$ cat src/rtl/rc4_pkg.sv
// Shared types and constants for the RC4 working-RAM sequencing logic.
package rc4_pkg;

    typedef enum logic [1:0] {
        StIdle,
        StLaunch,
        StWait,
        StDone
    } seq_state_t;

    localparam int unsigned PH_INIT    = 0;
    localparam int unsigned PH_SHUFFLE = 1;
    localparam int unsigned PH_DECRYPT = 2;

    localparam int unsigned DEF_RAM_WIDTH   = 8;
    localparam int unsigned DEF_ADDR_WIDTH  = 8;
    localparam int unsigned DEF_NUM_DEVICES = 3;
    localparam int unsigned DEF_TIMEOUT     = 4096;

endpackage

$ cat src/rtl/ram_bus_mux.sv
// One-of-N combinational selector; output forced to zero when not enabled.
module ram_bus_mux #(
    parameter int unsigned N     = 3,
    parameter int unsigned WIDTH = 17,
    parameter int unsigned SEL_W = 2
) (
    input  logic                      en,
    input  logic [SEL_W-1:0]          sel,
    input  logic [N-1:0][WIDTH-1:0]   din,
    output logic [WIDTH-1:0]          dout
);

    always_comb begin
        dout = '0;
        if (en) begin
            for (int i = 0; i < N; i++) begin
                if (sel == SEL_W'(i)) begin
                    dout = din[i];
                end
            end
        end
    end

endmodule

$ cat src/rtl/ram_phase_sequencer.sv
// Owns the RC4 working RAM: launches engines in order (or one selected engine),
// detects their completion edges, muxes the owner onto the RAM port and times out hangs.
module ram_phase_sequencer
    import rc4_pkg::*;
#(
    parameter int unsigned RAM_WIDTH   = DEF_RAM_WIDTH,
    parameter int unsigned ADDR_WIDTH  = DEF_ADDR_WIDTH,
    parameter int unsigned NUM_DEVICES = DEF_NUM_DEVICES,
    parameter int unsigned TIMEOUT     = DEF_TIMEOUT,
    parameter int unsigned IDX_W       = (NUM_DEVICES > 1) ? $clog2(NUM_DEVICES) : 1
) (
    input  logic                                   clk,
    input  logic                                   reset,
    input  logic                                   start,
    input  logic                                   run_all,
    input  logic [IDX_W-1:0]                       phase_sel,
    output logic                                   busy,
    output logic                                   done,
    output logic                                   error,
    output logic [IDX_W-1:0]                       active_phase,
    output logic [NUM_DEVICES-1:0]                 dev_start,
    input  logic [NUM_DEVICES-1:0]                 dev_finished,
    input  logic [NUM_DEVICES-1:0]                 dev_we,
    input  logic [NUM_DEVICES-1:0][RAM_WIDTH-1:0]  dev_ram_in,
    input  logic [NUM_DEVICES-1:0][ADDR_WIDTH-1:0] dev_address,
    output logic                                   write_enable,
    output logic [RAM_WIDTH-1:0]                   ram_in,
    output logic [ADDR_WIDTH-1:0]                  address
);

    localparam int unsigned WDOG_W = (TIMEOUT > 1) ? $clog2(TIMEOUT) : 1;
    localparam int unsigned LIMIT  = (TIMEOUT == 0) ? 0 : TIMEOUT - 1;
    localparam int unsigned BUS_W  = 1 + RAM_WIDTH + ADDR_WIDTH;

    seq_state_t              state_q;
    logic [IDX_W-1:0]        phase_q;
    logic [WDOG_W-1:0]       wdog_q;
    logic [NUM_DEVICES-1:0]  fin_q;
    logic [NUM_DEVICES-1:0]  dev_start_q;
    logic                    run_all_q;
    logic                    done_q;
    logic                    error_q;

    logic                    fin_edge;
    logic                    sel_ok;
    logic                    last_phase;
    logic                    wdog_expired;
    logic [IDX_W-1:0]        next_phase;

    assign fin_edge     = dev_finished[phase_q] & ~fin_q[phase_q];
    assign sel_ok       = 32'(phase_sel) < NUM_DEVICES;
    assign last_phase   = (phase_q == IDX_W'(NUM_DEVICES - 1));
    assign wdog_expired = (TIMEOUT != 0) && (wdog_q == WDOG_W'(LIMIT));
    assign next_phase   = phase_q + IDX_W'(1);

    always_ff @(posedge clk) begin
        if (!reset) begin
            state_q     <= StIdle;
            phase_q     <= '0;
            wdog_q      <= '0;
            fin_q       <= '0;
            dev_start_q <= '0;
            run_all_q   <= 1'b0;
            done_q      <= 1'b0;
            error_q     <= 1'b0;
        end else begin
            fin_q       <= dev_finished;
            dev_start_q <= '0;
            done_q      <= 1'b0;
            error_q     <= 1'b0;
            case (state_q)
                StIdle: begin
                    if (start) begin
                        if (run_all) begin
                            phase_q     <= '0;
                            run_all_q   <= 1'b1;
                            dev_start_q <= NUM_DEVICES'(1);
                            state_q     <= StLaunch;
                        end else if (sel_ok) begin
                            phase_q     <= phase_sel;
                            run_all_q   <= 1'b0;
                            dev_start_q <= NUM_DEVICES'(1) << phase_sel;
                            state_q     <= StLaunch;
                        end else begin
                            error_q <= 1'b1;
                        end
                    end
                end
                StLaunch: begin
                    wdog_q  <= '0;
                    state_q <= StWait;
                end
                StWait: begin
                    if (fin_edge) begin
                        if (run_all_q && !last_phase) begin
                            phase_q     <= next_phase;
                            dev_start_q <= NUM_DEVICES'(1) << next_phase;
                            state_q     <= StLaunch;
                        end else begin
                            done_q  <= 1'b1;
                            state_q <= StDone;
                        end
                    end else if (wdog_expired) begin
                        // Hung engine: abandon the rest of the run.
                        error_q <= 1'b1;
                        state_q <= StIdle;
                    end else begin
                        wdog_q <= wdog_q + WDOG_W'(1);
                    end
                end
                StDone: begin
                    state_q <= StIdle;
                end
                default: begin
                    state_q <= StIdle;
                end
            endcase
        end
    end

    assign busy         = (state_q != StIdle);
    assign done         = done_q;
    assign error        = error_q;
    assign dev_start    = dev_start_q;
    assign active_phase = phase_q;

    logic [NUM_DEVICES-1:0][BUS_W-1:0] bus_bundle;
    logic [BUS_W-1:0]                  bus_sel;
    logic                              bus_en;

    always_comb begin
        for (int i = 0; i < NUM_DEVICES; i++) begin
            bus_bundle[i] = {dev_we[i], dev_ram_in[i], dev_address[i]};
        end
    end

    assign bus_en = (state_q == StLaunch) || (state_q == StWait);

    ram_bus_mux #(
        .N     (NUM_DEVICES),
        .WIDTH (BUS_W),
        .SEL_W (IDX_W)
    ) u_bus_mux (
        .en   (bus_en),
        .sel  (phase_q),
        .din  (bus_bundle),
        .dout (bus_sel)
    );

    assign {write_enable, ram_in, address} = bus_sel;

endmodule
$ cat config.mk
export PLATFORM = sky130hd
export DESIGN_NAME = ram_phase_sequencer
export DESIGN_NICKNAME = d
export VERILOG_FILES = /design/src/rtl/rc4_pkg.sv /design/src/rtl/ram_bus_mux.sv /design/src/rtl/ram_phase_sequencer.sv
export SDC_FILE = /design/constraint.sdc
export NUM_CORES = 1
export LEC_CHECK = 0
export BUFFER_PORTS_ARGS = -buffer_cell sky130_fd_sc_hd__buf_2
export CAP_MARGIN = 40
export CORE_ASPECT_RATIO = 0.8
export CORE_UTILIZATION = 43
export CTS_CLUSTER_SIZE = 14
export DETAILED_ROUTE_END_ITERATION = 10
export PLACE_DENSITY = 0.75
export SYNTH_ARGS = -nofsm -noshare
export SYNTH_HDL_FRONTEND = slang
export SYNTH_SLANG_ARGS = --single-unit
export TNS_END_PERCENT = 100
$ cat constraint.sdc
create_clock -name clk -period 1.8 [get_ports clk]
set_input_delay 0 -clock clk [delete_from_list [all_inputs] [get_ports clk]]
set_output_delay 0 -clock clk [all_outputs]
set_load 0.01 [all_outputs]
; ---- Yosys cells after proc, flatten, opt, wreduce, memory -nomap -nowiden
; Cells that the tools add are included.
; W data, S select, Z words.
[word_totals]
in_bits = 60
word_cells = 82
output_inout_bits = 25
register_bits = 25
[classes]
muxes = 39
n_reduce_logical = 14
n_shift = 2
n_lt_le_gt_ge = 2
bitwise_logic = 2
eq_ne = 13
addsub = 2
[ops]
columns = operator, count
row1 = $mux W17, 4
row2 = $mux W12, 2
row3 = $pmux W12 S2, 1
row4 = $mux W2, 11
row5 = $mux W3, 5
row6 = $add A12 B1 Y12 const B, 1
row7 = $eq A12 B12 Y1 const B, 1
row8 = $reduce_and A3 Y1, 4
row9 = $mux W1, 10
row10 = $ne A2 B2 Y1 const B, 5
row11 = $pmux W2 S4, 1
row12 = $reduce_bool A2 Y1, 4
row13 = $eq A2 B2 Y1 const B, 3
row14 = $ne A3 B3 Y1 const B, 2
row15 = $pmux W3 S2, 1
row16 = $shl A1 B2 Y3 const A, 2
row17 = $reduce_and A5 Y1, 1
row18 = $bmux W1 S2, 2
row19 = $eq A2 B1 Y1 const B, 2
row20 = $logic_not A2 Y1, 2
row21 = $pmux W2 S2, 1
row22 = $lt A2 B3 Y1 const B, 1
row23 = $add A2 B1 Y2 const B, 1
row24 = $lt A2 B2 Y1 const B, 1
row25 = 6 further kinds, 6

; ---- Logic depth before layout (Yosys ltp)
[logic_depth]
depth_word = 6
depth_mapped = 9
mapped_depth_nobuf = 7

; ---- Modules after synthesis
; From an unflattened synthesis, not the netlist that was laid out.
[unflattened]
hier_cells = 248
hier_area_um2 = 2001.9
[modules_own_cells]
columns = mod, instances, cells_each, area_per_inst_um2
row1 = ram_phase_sequencer, 1, 172, 1441.4
row2 = ram_bus_mux, 1, 76, 560.5

; ---- Worst setup path before layout
; No wires, ideal clock.
[synth_timing]
path_kind = reg2reg
startpoint = reg wdog_q[0]
endpoint = reg state_q[0]
required_time_ns = 1.668
setup_ns = 0.132
arrival_time_ns = 1.592
period_less_slack_ns = 1.724
setup_slack_ns = 0.076
path_stages_with_launch = 8
cell_sequence = dfxtp_1 ha_1 nand4_2 or3_1 o211a_1 buf_6 nor4_1 nor3_1
[synth_between]
elab_chain_cells = 3
[synth_lines]
columns = element, line
row1 = "start, declared", ram_phase_sequencer.sv:37  ; logic [WDOG_W-1:0] wdog_q;
row2 = "start signal, assigned", ram_phase_sequencer.sv:108  ; wdog_q <= wdog_q + WDOG_W'(1);
row3 = $eq A12 B12 Y1, ram_phase_sequencer.sv:53  ; assign wdog_expired = (TIMEOUT != 0) && (wdog_q == WDOG_W'(LIMIT));
row4 = $ne A3 B3 Y1 (no line), n/a
row5 = $reduce_and A3 Y1 (no line), n/a
row6 = "end signal, assigned", ram_phase_sequencer.sv:58  ; state_q <= StIdle;
row7 = "end signal, assigned", ram_phase_sequencer.sv:78  ; state_q <= StLaunch;
row8 = "end signal, assigned", ram_phase_sequencer.sv:83  ; state_q <= StLaunch;
row9 = "end, declared", ram_phase_sequencer.sv:35  ; seq_state_t state_q;
; No other way between the ends.
; A chain may end at the register's enable or synchronous reset.

; ---- Final worst setup path
[layout_timing]
startpoint = reg wdog_q[0]
endpoint = reg wdog_q[2]
[layout_between]
elab_chain_cells = 4
elab_cells_between_ends = 7
classes_between = add/sub (1) / eq/ne (2) / mux (3) / reduce/logical (1)
[layout_lines]
columns = element, line
row1 = $add A12 B1 Y12, ram_phase_sequencer.sv:108
row2 = $mux W12, ram_phase_sequencer.sv:103  ; end else if (wdog_expired) begin
row3 = $mux W12, ram_phase_sequencer.sv:94  ; if (fin_edge) begin
row4 = $pmux W12 S2, ram_phase_sequencer.sv:71  ; case (state_q)
; Parallel ways exist; a longest one is shown, timed or not. The select of a mux whose other input is x is not followed.

==> flow_metrics.tcl <==
set metrics [dict create \
    critPathKind "reg -> reg" \
    cap_violations 0 \
    post-route-drc-count 0 \
    dp_hpwl_um 4140 \
    fmax_mhz 557 \
    path_buf_inv 0 \
    yosysSeqAreaShare_pct 25.8 \
    crit_family "compound AO/OA/AOI/OAI gates" \
    synthCells 284 \
    fin_crit_ns 1.80 \
    cts_buffer_depth 2 \
    vias_per_cell 5.23 \
    dp_cells 425 \
    slew_headroom_pct 61.7 \
    hold_ws_ns 0.0170 \
    ys_seq_elements 25 \
    drt_iter0_drc 195 \
    ir_drop_v 0.000681 \
    synth_area_um2 1940 \
    critPathMaxStageDelay_ns 0.42 \
    crit_fanout 10 \
    grt_max_degree 35 \
    status "completed" \
    skew_ns 0.00409 \
    die_h_um 62.1 \
    worst_hold_path_type "in -> reg" \
    nets 453 \
    grt_usage_pct 22.0 \
    clk_pin_slew_ns 0.09 \
    synth-main-ff-cell "dfxtp_1" \
    p_per_area_nw_per_um2 968 \
    avgSynthCellArea_um2 6.83 \
    r2r_cells 6 \
    gp_congestion 0.930 \
    numClockSinks 25 \
    arrival_ns 1.94 \
    cp_cell_sequence "ha_2, nand4_4, or3_1, o211a_2, a21oi_1, a311oi_2" \
    syn_to_final_growth_pct 41.1 \
    post-place-ws_ns 0.0164 \
    drv_slew 0 \
    synth.area.top_cells "dfxtp_1 26%, nand2_1 9.7%, o21ai_0 7.0%, a21oi_1 6.7%, ha_1 6.4%" \
    io_buffers 84 \
    cp.required_ns 1.94 \
    grt_pass1_wl_um 8400 \
    async_reset_ff_share_pct 0 \
    final_layout_size_suffix_gt1_share_pct 36.1 \
    fin_ws_ns 0.00321 \
    instances_no_fill 439 \
    rsz0062_at_grt "yes" \
    critPathLaunchType "register" \
    leakage_nw 1.28 \
    initial_core_util_pct 45.6 \
    io_pins 85 \
    num_rows 21 \
    reg2reg_slack_ns 0.003 \
    first_pass_iters 4 \
    first_global_vias 1860 \
    cts_made_buffers 3 \
    synth.distinct_cells 49 \
    grt.overflow.total 0 \
    synth-edff-count 0 \
    worstSkewPairLatency_ns 0.28 \
    reg2reg_from "wdog_q[0]$_SDFFE_PN0P_" \
    yosys.area.top_type_share_pct 25.8 \
    timing.rr.end "wdog_q[2]$_SDFFE_PN0P_" \
    postLayoutCoreUtil_pct 64.3 \
    hp-start "run_all" \
    cp_slowest_cell "or3_1" \
    antenna_found_initial 0 \
    cts_tree "yes" \
    hold_depth 3 \
    dr_total_vias 2295 \
    cts_root_buffer "clkbuf_8" \
    yosysTopAreaCell "dfxtp_1" \
    synthesis.nets 354 \
    ant_nets 0 \
    routed_wirelength_um 5850 \
    endpoint_kind "register" \
    die_width_um 77.1 \
    die_area_um2 4790 \
    synth_warnings 0 \
    routedWlPerCell_um 13.3 \
    fin_crit_sh_pct 99.8 \
    diodes 0 \
    yosysMostFrequentCell "nand2_1" \
    tightest_slew_ns 0.574 \
    htreeDepth 1 \
    coreArea_um2 4260 \
    holdPathEnd "run_all_q$_SDFFE_PN0P_" \
    synth.top_cells.by_count "50 x nand2_1, 27 x nor2_1, 27 x o21ai_0" \
    finalSetupViolations 0 \
    finalHoldViolations 0 \
]
## cell families (layout without fill, tap and decap cells)
| family | Yosys count | count (layout) | synth area share, % |
|---|---|---|---|
| buffers and inverters | 27 | 125 | 5.87 |
| AOI/OAI and AO/OA | 80 | 80 | 25.0 |
| muxes | 1 | 1 | 0.516 |
| and+or+nand+nor | 141 | 141 | 36.4 |
| adders and majority gates | 10 | 10 | 6.45 |
| DFF | 25 | 25 | 25.8 |
## final cells by class
type | instances | area [µm²]
clock buffers | 4 | 45.0
multi-input cells | 232 | 1400
repair buffers | 112 | 679
flip-flops and latches | 25 | 510
inverters | 9 | 36.3
well taps | 57 | 71.3
fillers | 405 | 1520
## through the flow
stage	total power, mW	instance area (µm²)	setup TNS, ns
after floorplan	1.62	1940	0
after global placement	2.09	2500	0
after detailed placement	2.12	2500	0
after CTS	2.50	2590	0
after global routing	2.88	2740	-0.221
final	2.65	2740	0
## power breakdown
group | leakage, nW | switching, mW | internal, mW
Combinational | 1.06 | 0.919 | 0.761
Clock | 0.0228 | 0.186 | 0.159
Sequential | 0.206 | 0.0297 | 0.597
Total | 1.28 | 1.13 | 1.52
## per-layer routing
layer	wire length [µm]	global-route usage (%)	up-vias
met3	264	3.50	5
met2	2830	36.1	58
met1	2710	30.2	1048
li1	-	-	1184
met5	0	0	-
met4	38	7.55	0
## how the worst max path moves through the flow
stage | from | to | cells past startpoint
floorplan | wdog_q[0]$_SDFFE_PN0P_ | state_q[0]$_SDFFE_PN0P_ | 7
global placement | wdog_q[0]$_SDFFE_PN0P_ | state_q[0]$_SDFFE_PN0P_ | 6
detailed placement | wdog_q[0]$_SDFFE_PN0P_ | wdog_q[0]$_SDFFE_PN0P_ | 8
CTS | active_phase[0]$_SDFFE_PN0P_ | write_enable | 8
global route | wdog_q[0]$_SDFFE_PN0P_ | wdog_q[2]$_SDFFE_PN0P_ | 6
finish | wdog_q[0]$_SDFFE_PN0P_ | wdog_q[2]$_SDFFE_PN0P_ | 6
## worst register-to-register path, stage by stage (launching register included)
cell and delay (ns):
dfxtp_2 0.35, ha_2 0.20, nand4_4 0.11, or3_1 0.42, o211a_2 0.22, a21oi_1 0.27
a311oi_2 0.09
## registers in the layout, indices dropped and copies added, names as in the netlist
| register | flops |
|---|---|
| active_phase | 2 |
| state_q | 2 |
| fin_q | 3 |
| run_all_q | 1 |
| error | 1 |
| wdog_q | 12 |
| dev_start | 3 |
| done | 1 |
## placed cells by master, fill, tap and decap left out, types with 5 or more instances in the layout
cell type / netlist / layout
and2_1: 19 / 19
buf_4: 1 / 21
dfxtp_1: 25 / 21
a21oi_1: 26 / 26
nand2b_1: 6 / 6
nand3_1: 6 / 6
nor2_1: 27 / 26
o21ai_1: 0 / 5
o21ai_0: 27 / 22
ha_1: 10 / 5
buf_2: 1 / 84
nand2_1: 50 / 50
nor3_1: 10 / 10
inv_1: 9 / 7
## timing repair
| item | CTS | global route |
|---|---|---|
| hold buffers | 3 | 0 |
| endpoints found under the setup margin | 18 | 30 |
| resized for setup | 5 | 27 |
| endpoints found under the hold margin | 3 | 0 |
| gates cloned | 0 | 1 |
| buffers inserted | 0 | 6 |
| pin swaps | 1 | 3 |
Power figures use the tool's default switching activity.
